**config.mk**
```make
export PLATFORM = sky130hd
export DESIGN_NAME = atahost_pio_sequencer
export DESIGN_NICKNAME = d
export VERILOG_FILES = /design/src/rtl/atahost_pio_sequencer.sv
export SDC_FILE = /design/constraint.sdc
export NUM_CORES = 1
export LEC_CHECK = 0
export CAP_MARGIN = 20
export CORE_MARGIN = 3
export CORE_UTILIZATION = 46
export DETAILED_ROUTE_END_ITERATION = 7
export GPL_ROUTABILITY_DRIVEN = 0
export PLACE_DENSITY_LB_ADDON = 0.1
export SYNTH_ARGS = -nofsm -noshare
export SYNTH_HDL_FRONTEND = slang
export SYNTH_SLANG_ARGS = --single-unit
```
**constraint.sdc**
```tcl
create_clock -name wb_clk_i -period 3.3 [get_ports wb_clk_i]
set_input_delay 0.495 -clock wb_clk_i [delete_from_list [all_inputs] [get_ports wb_clk_i]]
set_output_delay 0.495 -clock wb_clk_i [all_outputs]
set_load 0.02 [all_outputs]
```
**src/rtl/atahost_pio_sequencer.sv**
```systemverilog
// PIO transfer sequencer for the OCIDEC ATA host: runs one 16-bit register access through T1/T2/T4/Teoc.
// Optional macro ATAHOST_IORDY_SYNC_EN adds a two-flop synchronizer on iordy_pad_i.
module atahost_pio_sequencer #(
    parameter int TWIDTH = 8
) (
    input  logic              wb_clk_i,
    input  logic              wb_rst_i,
    input  logic [TWIDTH-1:0] t1,
    input  logic [TWIDTH-1:0] t2,
    input  logic [TWIDTH-1:0] t4,
    input  logic [TWIDTH-1:0] teoc,
    input  logic              iordy_en,
    input  logic              req,
    input  logic              we,
    input  logic [3:0]        a,
    input  logic [15:0]       d,
    output logic              ack,
    output logic [15:0]       q,
    output logic              busy,
    output logic [2:0]        da_pad_o,
    output logic              cs0n_pad_o,
    output logic              cs1n_pad_o,
    output logic              diorn_pad_o,
    output logic              diown_pad_o,
    output logic [15:0]       dd_pad_o,
    output logic              dd_padoe_o,
    input  logic [15:0]       dd_pad_i,
    input  logic              iordy_pad_i
);

    typedef enum logic [2:0] {
        ST_IDLE = 3'd0,
        ST_T1   = 3'd1,
        ST_T2   = 3'd2,
        ST_T4   = 3'd3,
        ST_TEOC = 3'd4
    } state_t;

    state_t              state_q, state_d;
    logic [TWIDTH-1:0]   cnt_q, cnt_d;
    logic [TWIDTH-1:0]   t2_q, t2_d, t4_q, t4_d, teoc_q, teoc_d;
    logic                we_q, we_d;
    logic [3:0]          a_q, a_d;
    logic [15:0]         d_q, d_d;
    logic [15:0]         q_q, q_d;
    logic                cs0n_q, cs0n_d, cs1n_q, cs1n_d;
    logic                diorn_q, diorn_d, diown_q, diown_d;
    logic [2:0]          da_q, da_d;
    logic [15:0]         dd_q, dd_d;
    logic                ddoe_q, ddoe_d;
    logic                ack_q, ack_d;
    logic                busy_q, busy_d;
    logic                cnt_zero_s;
    logic                phase_act_s;
    logic                iordy_s;

`ifdef ATAHOST_IORDY_SYNC_EN
    logic [1:0] iordy_sync_q, iordy_sync_d;

    // Two-stage synchronizer; idles at 1 so a reset never looks like a wait request
    always_comb begin
        iordy_sync_d = {iordy_sync_q[0], iordy_pad_i};
    end

    // Synchronizer flops
    always_ff @(posedge wb_clk_i) begin
        if (wb_rst_i) begin
            iordy_sync_q <= 2'b11;
        end else begin
            iordy_sync_q <= iordy_sync_d;
        end
    end

    assign iordy_s = iordy_sync_q[1];
`else
    assign iordy_s = iordy_pad_i;
`endif

    assign cnt_zero_s = (cnt_q == {TWIDTH{1'b0}});

    // Next-state, phase counter, request latching and read capture
    always_comb begin
        state_d = state_q;
        cnt_d   = cnt_q;
        t2_d    = t2_q;
        t4_d    = t4_q;
        teoc_d  = teoc_q;
        we_d    = we_q;
        a_d     = a_q;
        d_d     = d_q;
        q_d     = q_q;
        case (state_q)
            ST_IDLE: begin
                if (req) begin
                    state_d = ST_T1;
                    cnt_d   = t1;
                    t2_d    = t2;
                    t4_d    = t4;
                    teoc_d  = teoc;
                    we_d    = we;
                    a_d     = a;
                    d_d     = d;
                end else begin
                    state_d = ST_IDLE;
                end
            end
            ST_T1: begin
                if (cnt_zero_s) begin
                    state_d = ST_T2;
                    cnt_d   = t2_q;
                end else begin
                    cnt_d = cnt_q - {{(TWIDTH-1){1'b0}}, 1'b1};
                end
            end
            ST_T2: begin
                if (!cnt_zero_s) begin
                    cnt_d = cnt_q - {{(TWIDTH-1){1'b0}}, 1'b1};
                end else if (iordy_en && !iordy_s) begin
                    // Device is stretching the strobe: hold with the counter parked at 0
                    cnt_d = {TWIDTH{1'b0}};
                end else begin
                    state_d = ST_T4;
                    cnt_d   = t4_q;
                    if (!we_q) begin
                        q_d = dd_pad_i;
                    end else begin
                        q_d = q_q;
                    end
                end
            end
            ST_T4: begin
                if (cnt_zero_s) begin
                    state_d = ST_TEOC;
                    cnt_d   = teoc_q;
                end else begin
                    cnt_d = cnt_q - {{(TWIDTH-1){1'b0}}, 1'b1};
                end
            end
            ST_TEOC: begin
                if (cnt_zero_s) begin
                    state_d = ST_IDLE;
                end else begin
                    cnt_d = cnt_q - {{(TWIDTH-1){1'b0}}, 1'b1};
                end
            end
            default: begin
                state_d = ST_IDLE;
                cnt_d   = {TWIDTH{1'b0}};
            end
        endcase
    end

    // Pad outputs are decoded from the next state so they are registered alongside it
    always_comb begin
        phase_act_s = (state_d == ST_T1) || (state_d == ST_T2) || (state_d == ST_T4);
        cs0n_d      = !(phase_act_s && !a_d[3]);
        cs1n_d      = !(phase_act_s && a_d[3]);
        da_d        = phase_act_s ? a_d[2:0] : 3'b000;
        ddoe_d      = phase_act_s && we_d;
        dd_d        = ddoe_d ? d_d : 16'h0000;
        diown_d     = !((state_d == ST_T2) && we_d);
        diorn_d     = !((state_d == ST_T2) && !we_d);
        ack_d       = (state_q == ST_T4) && (state_d == ST_TEOC);
        busy_d      = (state_d != ST_IDLE);
    end

    // State, counter, latched request and registered outputs
    always_ff @(posedge wb_clk_i) begin
        if (wb_rst_i) begin
            state_q <= ST_IDLE;
            cnt_q   <= {TWIDTH{1'b0}};
            t2_q    <= {TWIDTH{1'b0}};
            t4_q    <= {TWIDTH{1'b0}};
            teoc_q  <= {TWIDTH{1'b0}};
            we_q    <= 1'b0;
            a_q     <= 4'h0;
            d_q     <= 16'h0000;
            q_q     <= 16'h0000;
            cs0n_q  <= 1'b1;
            cs1n_q  <= 1'b1;
            diorn_q <= 1'b1;
            diown_q <= 1'b1;
            da_q    <= 3'b000;
            dd_q    <= 16'h0000;
            ddoe_q  <= 1'b0;
            ack_q   <= 1'b0;
            busy_q  <= 1'b0;
        end else begin
            state_q <= state_d;
            cnt_q   <= cnt_d;
            t2_q    <= t2_d;
            t4_q    <= t4_d;
            teoc_q  <= teoc_d;
            we_q    <= we_d;
            a_q     <= a_d;
            d_q     <= d_d;
            q_q     <= q_d;
            cs0n_q  <= cs0n_d;
            cs1n_q  <= cs1n_d;
            diorn_q <= diorn_d;
            diown_q <= diown_d;
            da_q    <= da_d;
            dd_q    <= dd_d;
            ddoe_q  <= ddoe_d;
            ack_q   <= ack_d;
            busy_q  <= busy_d;
        end
    end

    assign ack         = ack_q;
    assign q           = q_q;
    assign busy        = busy_q;
    assign da_pad_o    = da_q;
    assign cs0n_pad_o  = cs0n_q;
    assign cs1n_pad_o  = cs1n_q;
    assign diorn_pad_o = diorn_q;
    assign diown_pad_o = diown_q;
    assign dd_pad_o    = dd_q;
    assign dd_padoe_o  = ddoe_q;

endmodule

```
==> run summary <==
* synthesized-area fraction occupied by and/or/nand/nor cells: 21.0%
* Synth Area in Compound Gates: 15.0%
* net total in the final layout: 621
* final critical delay including setup and external delays: 2.59 ns
* TritonCTS clock tree: yes
* number of flops mapped to enable cells by yosys: 0
* M3 GR Usage: 7.35%
* critical path launch point type: flip-flop
* static leakage: 1.93 nW
* share of synthesized registers carrying an async set or reset: 0%
* part of the cycle the worst path needs: 78.5%
* peak clock frequency supported by timing: 0.386 GHz
* post-synthesis cell count: 440
* worst-skew pair later-pin latency: 0.37 ns
* classification of the worst setup path: reg -> reg
* number of endpoints with negative hold slack in the final report: 0
* worst-path fanout max: 17
* grt peak-use layer: met2
* synthesized flop and latch total: 98
* Syn Nets: 515
* ANT nets after route: 0
* transition time at the pin with the least slew margin: 0.742 ns
* total congestion overflow after global routing: 0
* aggregate routed wire length: 9.72 mm
* starting utilization of the core area: 48.1%
* number of hold buffers added after cts: 0
* Die X: 96.8 µm
* global routing usage on met2: 34.4%
* skew final: 0.0108 ns
* count of instances resized after the clock tree is built: 0
* Core Area: 7890 µm²
* CTS HTree Levels: 3
* share of the yosys chip area belonging to registers: 51.7%
* number of buffers created by CTS: 9
* synthesized area: 3800 µm²
* result of the run: finished clean
* mux share of post-synthesis cell area: 7.05%
* number of top-level design ports: 116
* path class of the lowest-slack min-delay path: reg -> reg
* All-Layer GR Usage: 20.9%
* first-pass GRT wire length: 16.2 mm
* element type at the critical path end: flip-flop
* drt wl/cell: 14.9 µm
* ratio of cells with drive above 1 in the final layout: 7.26%
* DIE AREA: 9380 µm²
* Max-cap violations: 0
* post-route setup TNS: 0 ns
* Mapped Avg Cell Area: 8.63 µm²
* max-slew headroom at the worst pin: 50.5%
* Fillers: 692
* largest voltage drop on the vdd net: 0.000313 V
* routed via count: 3443
* # clock sinks: 98
* met1 capacity usage during global routing: 25.8%
* Clock Pin Slew Worst Setup and Hold Paths: 0.10 ns
* Post-DP HPWL: 6.99 mm
* total number of placement rows: 32
* clock root buffer master: sky130_fd_sc_hd__clkbuf_8
* Vert. Die Dim: 96.8 µm
* diode insertion count for antenna repair: 0
* biggest area contributors in the synthesized netlist: sky130_fd_sc_hd__dfxtp_1, sky130_fd_sc_hd__nand2_1, sky130_fd_sc_hd__a21oi_1
* cell area power density: 572 nW/µm²
* unrepaired setup endpoints after global routing: no
* number of DRC violations after detailed routing: 0
* initial antenna violation count: 0
* port buffer count: 115
* parity-gate share of the synthesized area counting xor and xnor cells: 0.461%
* share of the synthesized area in the top cell type: 51.7%
* setup fix buffers added after clock tree synthesis: 0
* largest buffer count on any clock path: 2
* number of distinct standard cells referenced by the synthesized netlist: 51
* Initial DRC Count: 200
* number of slew-limit violations in the final report: 0
* primary flip-flop cell chosen by synthesis mapping: sky130_fd_sc_hd__dfxtp_1
* routed via count divided by cell count: 5.27
* length of the first detailed-routing pass in iterations: 4
* Syn-to-layout area delta: 37.5%
* vias in the first global route: 3370
* Crit path required time: 3.60 ns
* share of synthesized cell area in full adder, half adder and majority cells: 0.330%
* Data arrival, critical path: 2.89 ns
* number of warning messages in the yosys log: 0
* top cell type by total area after synthesis: sky130_fd_sc_hd__dfxtp_1
* maximum number of pins on one net before global-route repair: 49
* setup-violating endpoint count in the final report: 0
* Min Hold Slack: 0.460 ns
* combinational family with the most area after synthesis: simple AND/OR/NAND/NOR gates
## per-stage QoR
stage	total power [mW]	area [µm²]	cells	util [%]	worst slack [ns]
5_1_grt	3.15	5220	653	66.2	0.554
4_1_cts	3.00	5220	653	66.2	0.706
2_1_floorplan	1.89	3800	440	-	0.882
3_5_place_dp	2.18	5000	637	63.4	0.660
3_3_place_gp	2.16	5000	637	63.4	0.721
6_report	2.99	5220	653	66.2	0.709
## per-layer routing
| metal | part of all wire, % | vias up |
|---|---|---|
| met1 | 43 | 1606 |
| li1 | - | 1716 |
| met3 | 7.8 | 9 |
| met5 | 0 | - |
| met2 | 48 | 112 |
| met4 | 1.0 | 0 |
## cells in the final DEF, fill, tap and decap left out, drive strengths merged, types with 6 or more instances in the layout
cell / netlist / routed
inv: 7 / 11
mux2i: 20 / 20
clkbuf: 23 / 9
clkdlybuf4s50: 0 / 114
buf: 7 / 11
a21oi: 50 / 50
nand3: 6 / 6
dfxtp: 98 / 98
nor2: 49 / 49
mux2: 6 / 6
nand2: 96 / 96
nor3: 10 / 10
a32oi: 6 / 6
o21ai: 6 / 6
## layout make-up
| type | instances | area (µm²) | share of cell area, % |
|---|---|---|---|
| clock buffers | 9 | 124 | 2.37 |
| clock inverters | 7 | 93.8 | 1.80 |
| inverters | 7 | 26.3 | 0.503 |
| multi-input cells | 305 | 1670 | 31.9 |
| flip-flops and latches | 98 | 1960 | 37.6 |
| well taps | 102 | 128 | 2.44 |
| repair buffers | 125 | 1220 | 23.4 |
## cells in the mapped netlist, drive strengths merged (2+ instances only)
| master | number |
|---|---|
| a21oi | 50 |
| a22o | 2 |
| a22oi | 3 |
| a32o | 2 |
| a32oi | 6 |
| and2 | 4 |
| buf | 7 |
| clkbuf | 23 |
| dfxtp | 98 |
| inv | 7 |
| mux2 | 6 |
| mux2i | 20 |
| nand2 | 96 |
| nand2b | 3 |
| nand3 | 6 |
| nand3b | 3 |
| nand4 | 2 |
| nor2 | 49 |
| nor3 | 10 |
| nor3b | 3 |
| o21ai | 6 |
| o21bai | 2 |
| o221ai | 2 |
| o22ai | 3 |
| o31ai | 2 |
| or4 | 3 |
| xnor2 | 2 |
## flip-flops by register name (all words and copies together) (netlist names)
signal,count
a_q,4
ack,1
busy,1
cnt_q,8
cs0n_pad_o,1
cs1n_pad_o,1
d_q,16
da_pad_o,3
dd_pad_o,16
dd_padoe_o,1
diorn_pad_o,1
diown_pad_o,1
q,16
state_q,3
t2_q,8
t4_q,8
teoc_q,8
we_q,1
## cell families after synthesis
family          count (synthesis)
compound gates                 91
xor+xnor                        2
fa+ha+maj                       1
buf+inv                        37
flops                          98
mux                            26
simple gates                  185
## report_power, final
| group | switching [mW] | internal, mW | leakage, nW | total (mW) |
|---|---|---|---|---|
| clock | 0.453 | 0.373 | 0.107 | 0.826 |
| combinational | 0.431 | 0.361 | 1.02 | 0.791 |
| sequential | 0.0781 | 1.29 | 0.800 | 1.37 |
| total | 0.962 | 2.03 | 1.93 | 2.99 |
## worst max-delay path: stages, from the launching register on
cell and delay [ns]:
sky130_fd_sc_hd__dfxtp_1 0.34, sky130_fd_sc_hd__inv_1 0.07, sky130_fd_sc_hd__ha_1 0.18, sky130_fd_sc_hd__or3b_2 0.56, sky130_fd_sc_hd__or4_4 0.46, sky130_fd_sc_hd__a21o_1 0.21
sky130_fd_sc_hd__a211o_1 0.52, sky130_fd_sc_hd__nor2_1 0.18
## path summary, 6_finish.rpt
| path | cells past startpoint | slack [ns] | endpoint | start |
|---|---|---|---|---|
| setup reg to reg | 7 | 0.71 | dd_pad_o[0] | cnt_q[0] |
| hold / removal | 2 | 0.46 | t2_q[1] | t2_q[1] |
| setup / recovery | 7 | 0.71 | dd_pad_o[0] | cnt_q[0] |
| hold reg to reg | 2 | 0.46 | t2_q[1] | t2_q[1] |
No activity file was read; power rests on OpenSTA's default activity.
==> edit 1: new RTL, same flow settings <==
Change the parameter `TWIDTH` from 8 to 9.
--- a/src/rtl/atahost_pio_sequencer.sv
+++ b/src/rtl/atahost_pio_sequencer.sv
@@ -3,3 +3,3 @@
 module atahost_pio_sequencer #(
-    parameter int TWIDTH = 8
+    parameter int TWIDTH = 9
 ) (
Ports: changed (resized t1, t2, t4 and teoc); port bits go from 116 to 120. No check against the original RTL was run, so the function may have changed too.
==> edit 1 against the unedited design <==
Final cell count grew 2.5%. Routed wire length down 0.64%. Design area increased by 4.1%. Setup slack got worse by 0.15 ns. Fmax down 5.4%. Power increased by 0.27%. Area after synthesis rose by 5.5%. Count of clock-buffer cells in the layout did not move. Largest cell class unchanged. Sequential cell count increased by 4. Critical endpoint is now dd_pad_o[5]$_SDFF_PP0_. Clock power shrank 9.7%.
==> edit 1: results (changes against the unedited design) <==
metric	value	unit	change
grt_pass1_wl	15.88	mm	-2.0%
ys_top_cells_by_area	dfxtp_1 (51%), nand2_1 (9.8%), a21oi_1 (6.5%), mux2i_1 (6.2%), nor2_1 (3.5%)		
hp-start	t2_q[1]$_SDFFE_PP0P_		
routed-via-count	3435		-0.23%
hpwl	6.816	mm	-2.6%
relSlewSlack	0.3000		-0.2047
grt_start_max_net_pins	48		-2.0%
wl_met3	637	µm	-16%
firstDrtPassIters	4		unchanged
io_buffers	119		+3.5%
clk_pin_slew	0.11	ns	
met2_usage	0.3125		-0.03198
slowest_stage	a211o_1		
nNetsFinal	639		+2.9%
grt_use_met1	0.2690		+0.01106
r2r-end	dd_pad_o[5]$_SDFF_PP0_		
diodes	0		unchanged
seq_area_frac_synth	0.5097		-0.007128
fin_worst_skew	0.01147	ns	+0.0006692 ns
whs	0.4560	ns	-0.004065 ns
critical-path-top-delay-family	compound AO/OA/AOI/OAI gates		
ff2ff_setup_slack	0.56	ns	-0.15 ns
dp_slack	0.4186	ns	-0.2410 ns
synth_commonest_cells	nand2_1 (105), dfxtp_1 (102), a21oi_1 (52), nor2_1 (37), mux2i_1 (25)		
fin_cells	669		+2.5%
yosysUniqueCellTypes	53		+3.9%
placed_cells	653		+2.5%
synth_nets	530		+2.9%
max-vdd-ir-drop	296.1	µV	-5.5%
synthCells	450		+2.3%
power_switching_share	0.3323		+0.01026
drive_gt1_frac	0.07447		+0.001873
grtUsageMet3	0.05330		-0.02024
grt_pass1_vias	3309		-1.8%
p_leak	1.968	nW	+2.0%
yosysMostFrequentCell	nand2_1		
cp.arrival	2.96	ns	+0.07 ns
met1_length	4.406	mm	+5.5%
clock-root-buffer	clkbuf_8		
wl	9.656	mm	-0.64%
htree_levels	3		unchanged
clock_path_buffers	2		unchanged
grt_usage	0.2004		-0.008302
met2_length	4.443	mm	-5.2%
place_area	5246	µm²	+4.9%
status	finished, final reports clean		
max_stage_delay	0.88	ns	+0.32 ns
max_freq	0.3652	GHz	-5.4%
cts_resized	0		unchanged
drt-initial-drc-count	149		-26%
n_fill_cell	735		+6.2%
whs_path_depth	2		unchanged
-- edit 1: cell families after synthesis --
family,share of synthesized area
AO/OA/AOI/OAI,0.1337
XOR/XNOR,0.01312
adder cells (fa/ha/maj),0.006245
buffers and inverters,0.04216
flip-flops,0.5097
multiplexers,0.06808
AND/OR/NAND/NOR,0.2270
-- edit 1: area by class of cell --
cell class,instances,area [µm²],area share
repair buffers,127,1246,0.2293
clock buffers,9,123.9,0.02279
clock inverters,7,65.06,0.01197
inverters,6,22.52,0.004144
multi-input cells,313,1804,0.3320
well taps,105,131.4,0.02417
flip-flops and latches,102,2042,0.3757
-- edit 1: power groups by stage --
stage / combinational [mW] / clock, mW / sequential (mW)
floorplan: 0.543 / 0 / 1.46
global placement: 0.792 / 0 / 1.46
detailed placement: 0.809 / 0 / 1.46
CTS: 0.814 / 0.767 / 1.44
global route: 0.901 / 0.822 / 1.45
finish: 0.812 / 0.746 / 1.44
==> edit 2: new RTL, same settings <==
Made on the original files. Re-encode `state_t` (5 states) as one-hot, 5 bits wide.
--- a/src/rtl/atahost_pio_sequencer.sv
+++ b/src/rtl/atahost_pio_sequencer.sv
@@ -30,8 +30,8 @@
 
-    typedef enum logic [2:0] {
-        ST_IDLE = 3'd0,
-        ST_T1   = 3'd1,
-        ST_T2   = 3'd2,
-        ST_T4   = 3'd3,
-        ST_TEOC = 3'd4
+    typedef enum logic [4:0] {
+        ST_IDLE = 5'b00001,
+        ST_T1   = 5'b00010,
+        ST_T2   = 5'b00100,
+        ST_T4   = 5'b01000,
+        ST_TEOC = 5'b10000
     } state_t;
Check against the original RTL: no difference found for any inputs over 10 cycles, from zero or initial values and one cycle with wb_rst_i high; not proved beyond that.
==> edit 2 against the unedited design <==
Utilization decreased by 1.7 points. Sequential power decreased by 4%. Setup slack got worse by 0.29 ns. Sequential cell count increased by 2. Sequential share of layout area decreased by 0.20 points. Area after synthesis increased by 4.1%. Design area increased by 2.6%. Non-clock buffer count decreased by 2. Combinational power decreased by 39%. Routed wire length increased by 3.8%. Clock skew about the same. Power decreased by 14%. Critical path type unchanged. Highest routed layer unchanged.
==> edit 2: results (changes against the unedited design) <==
metric	value	unit	change
tightest_slew	0.6793	ns	-0.06279 ns
nNetsFinal	630		+1.4%
pwr-share-clk	0.302		+0.026
seq_area_frac_synth	0.5065		-0.01032
grt_usage	0.2070		-0.001672
hpwl	7.154	mm	+2.3%
dp_slack	0.4882	ns	-0.1714 ns
pwr-share-seq	0.511		+0.052
power_switching_share	0.3010		-0.02103
drive_gt1_frac	0.06964		-0.002952
hp-start	wb_rst_i		
min_period_over_period	0.8718		+0.08673
startpoint	cnt_q[0]$_SDFFE_PP0P_		
clk_pin_slew	0.11	ns	
synth_nets	527		+2.3%
whs_endpoint	teoc_q[0]$_SDFFE_PP0P_		
synth_commonest_cells	dfxtp_1 (100), nand2_1 (89), a21oi_1 (48), nor2_1 (34), nor3_1 (24)		
ys_top_cells_by_area	dfxtp_1 (51%), nand2_1 (8.5%), a21oi_1 (6.1%), mux2i_1 (5.3%), nor2_1 (3.2%)		
yosysUniqueCellTypes	59		+16%
drt-initial-drc-count	250		+25%
status	finished, final reports clean		
n_fill_cell	716		+3.5%
fin_worst_skew	0.01055	ns	-0.0002552 ns
grt_pass1_wl	16.58	mm	+2.4%
max-vdd-ir-drop	298.8	µV	-4.6%
cp.arrival	3.10	ns	+0.21 ns
min_path_type	primary input to flop		
routed-via-count	3596		+4.4%
cp_max_fo	16		-1
wl	10.09	mm	+3.8%
grt_pass1_vias	3422		+1.5%
p_leak	1.948	nW	+0.97%
-- edit 2: cell types whose count changed after synthesis, sizes merged, moves of 5 or more --
cell	before	now
nor2	49	34
nor3	10	25
nand2	96	89
a32oi	6	0
mux2	6	1
-- edit 2: stage by stage --
| step | instance area [µm²] | power [mW] | util | hold slack [ns] | instances |
|---|---|---|---|---|---|
| after floorplan | 3953 | 1.643 | - | 0.4314 | 452 |
| final | 5356 | 2.575 | 0.6454 | 0.4569 | 665 |
| after CTS | 5356 | 2.587 | 0.6454 | 0.4431 | 665 |
| after detailed placement | 5152 | 1.819 | 0.6208 | 0.4459 | 649 |
| after global routing | 5356 | 2.697 | 0.6454 | 0.4683 | 665 |
| after global placement | 5152 | 1.813 | 0.6208 | 0.4364 | 649 |
-- edit 2: cells by family (layout without fill, tap and decap cells) --
family	after synthesis	after routing	share of synthesized area
simple gates	190	190	0.2257
flops	100	100	0.5065
compound gates	98	98	0.1614
buf+inv	39	147	0.04274
mux	22	22	0.05603
xor+xnor	2	2	0.004433
fa+ha+maj	1	1	0.003165
-- edit 2: critical path, cell delays in order (launching register included) --
cell,delay (ns)
dfxtp_1,0.36
inv_1,0.09
ha_1,0.21
or4b_1,0.59
nor4_1,0.49
buf_4,0.26
nand3b_1,0.43
nand2_1,0.22
a21oi_1,0.09
-- edit 2: layout make-up --
class / instances / area share
clock inverter: 7 / 0.01495
tap: 105 / 0.02453
multi-input combinational: 313 / 0.3329
inverter: 8 / 0.005606
clock buffer: 9 / 0.02313
timing repair buffer: 123 / 0.2252
sequential: 100 / 0.3737
-- edit 2: layer usage --
layer	track usage	routed length, µm	vias to the layer above
met5	0	0	-
met4	0.07668	235	0
met3	0.04671	744	22
met2	0.3120	4456	162
met1	0.2911	4650	1632
li1	-	-	1780
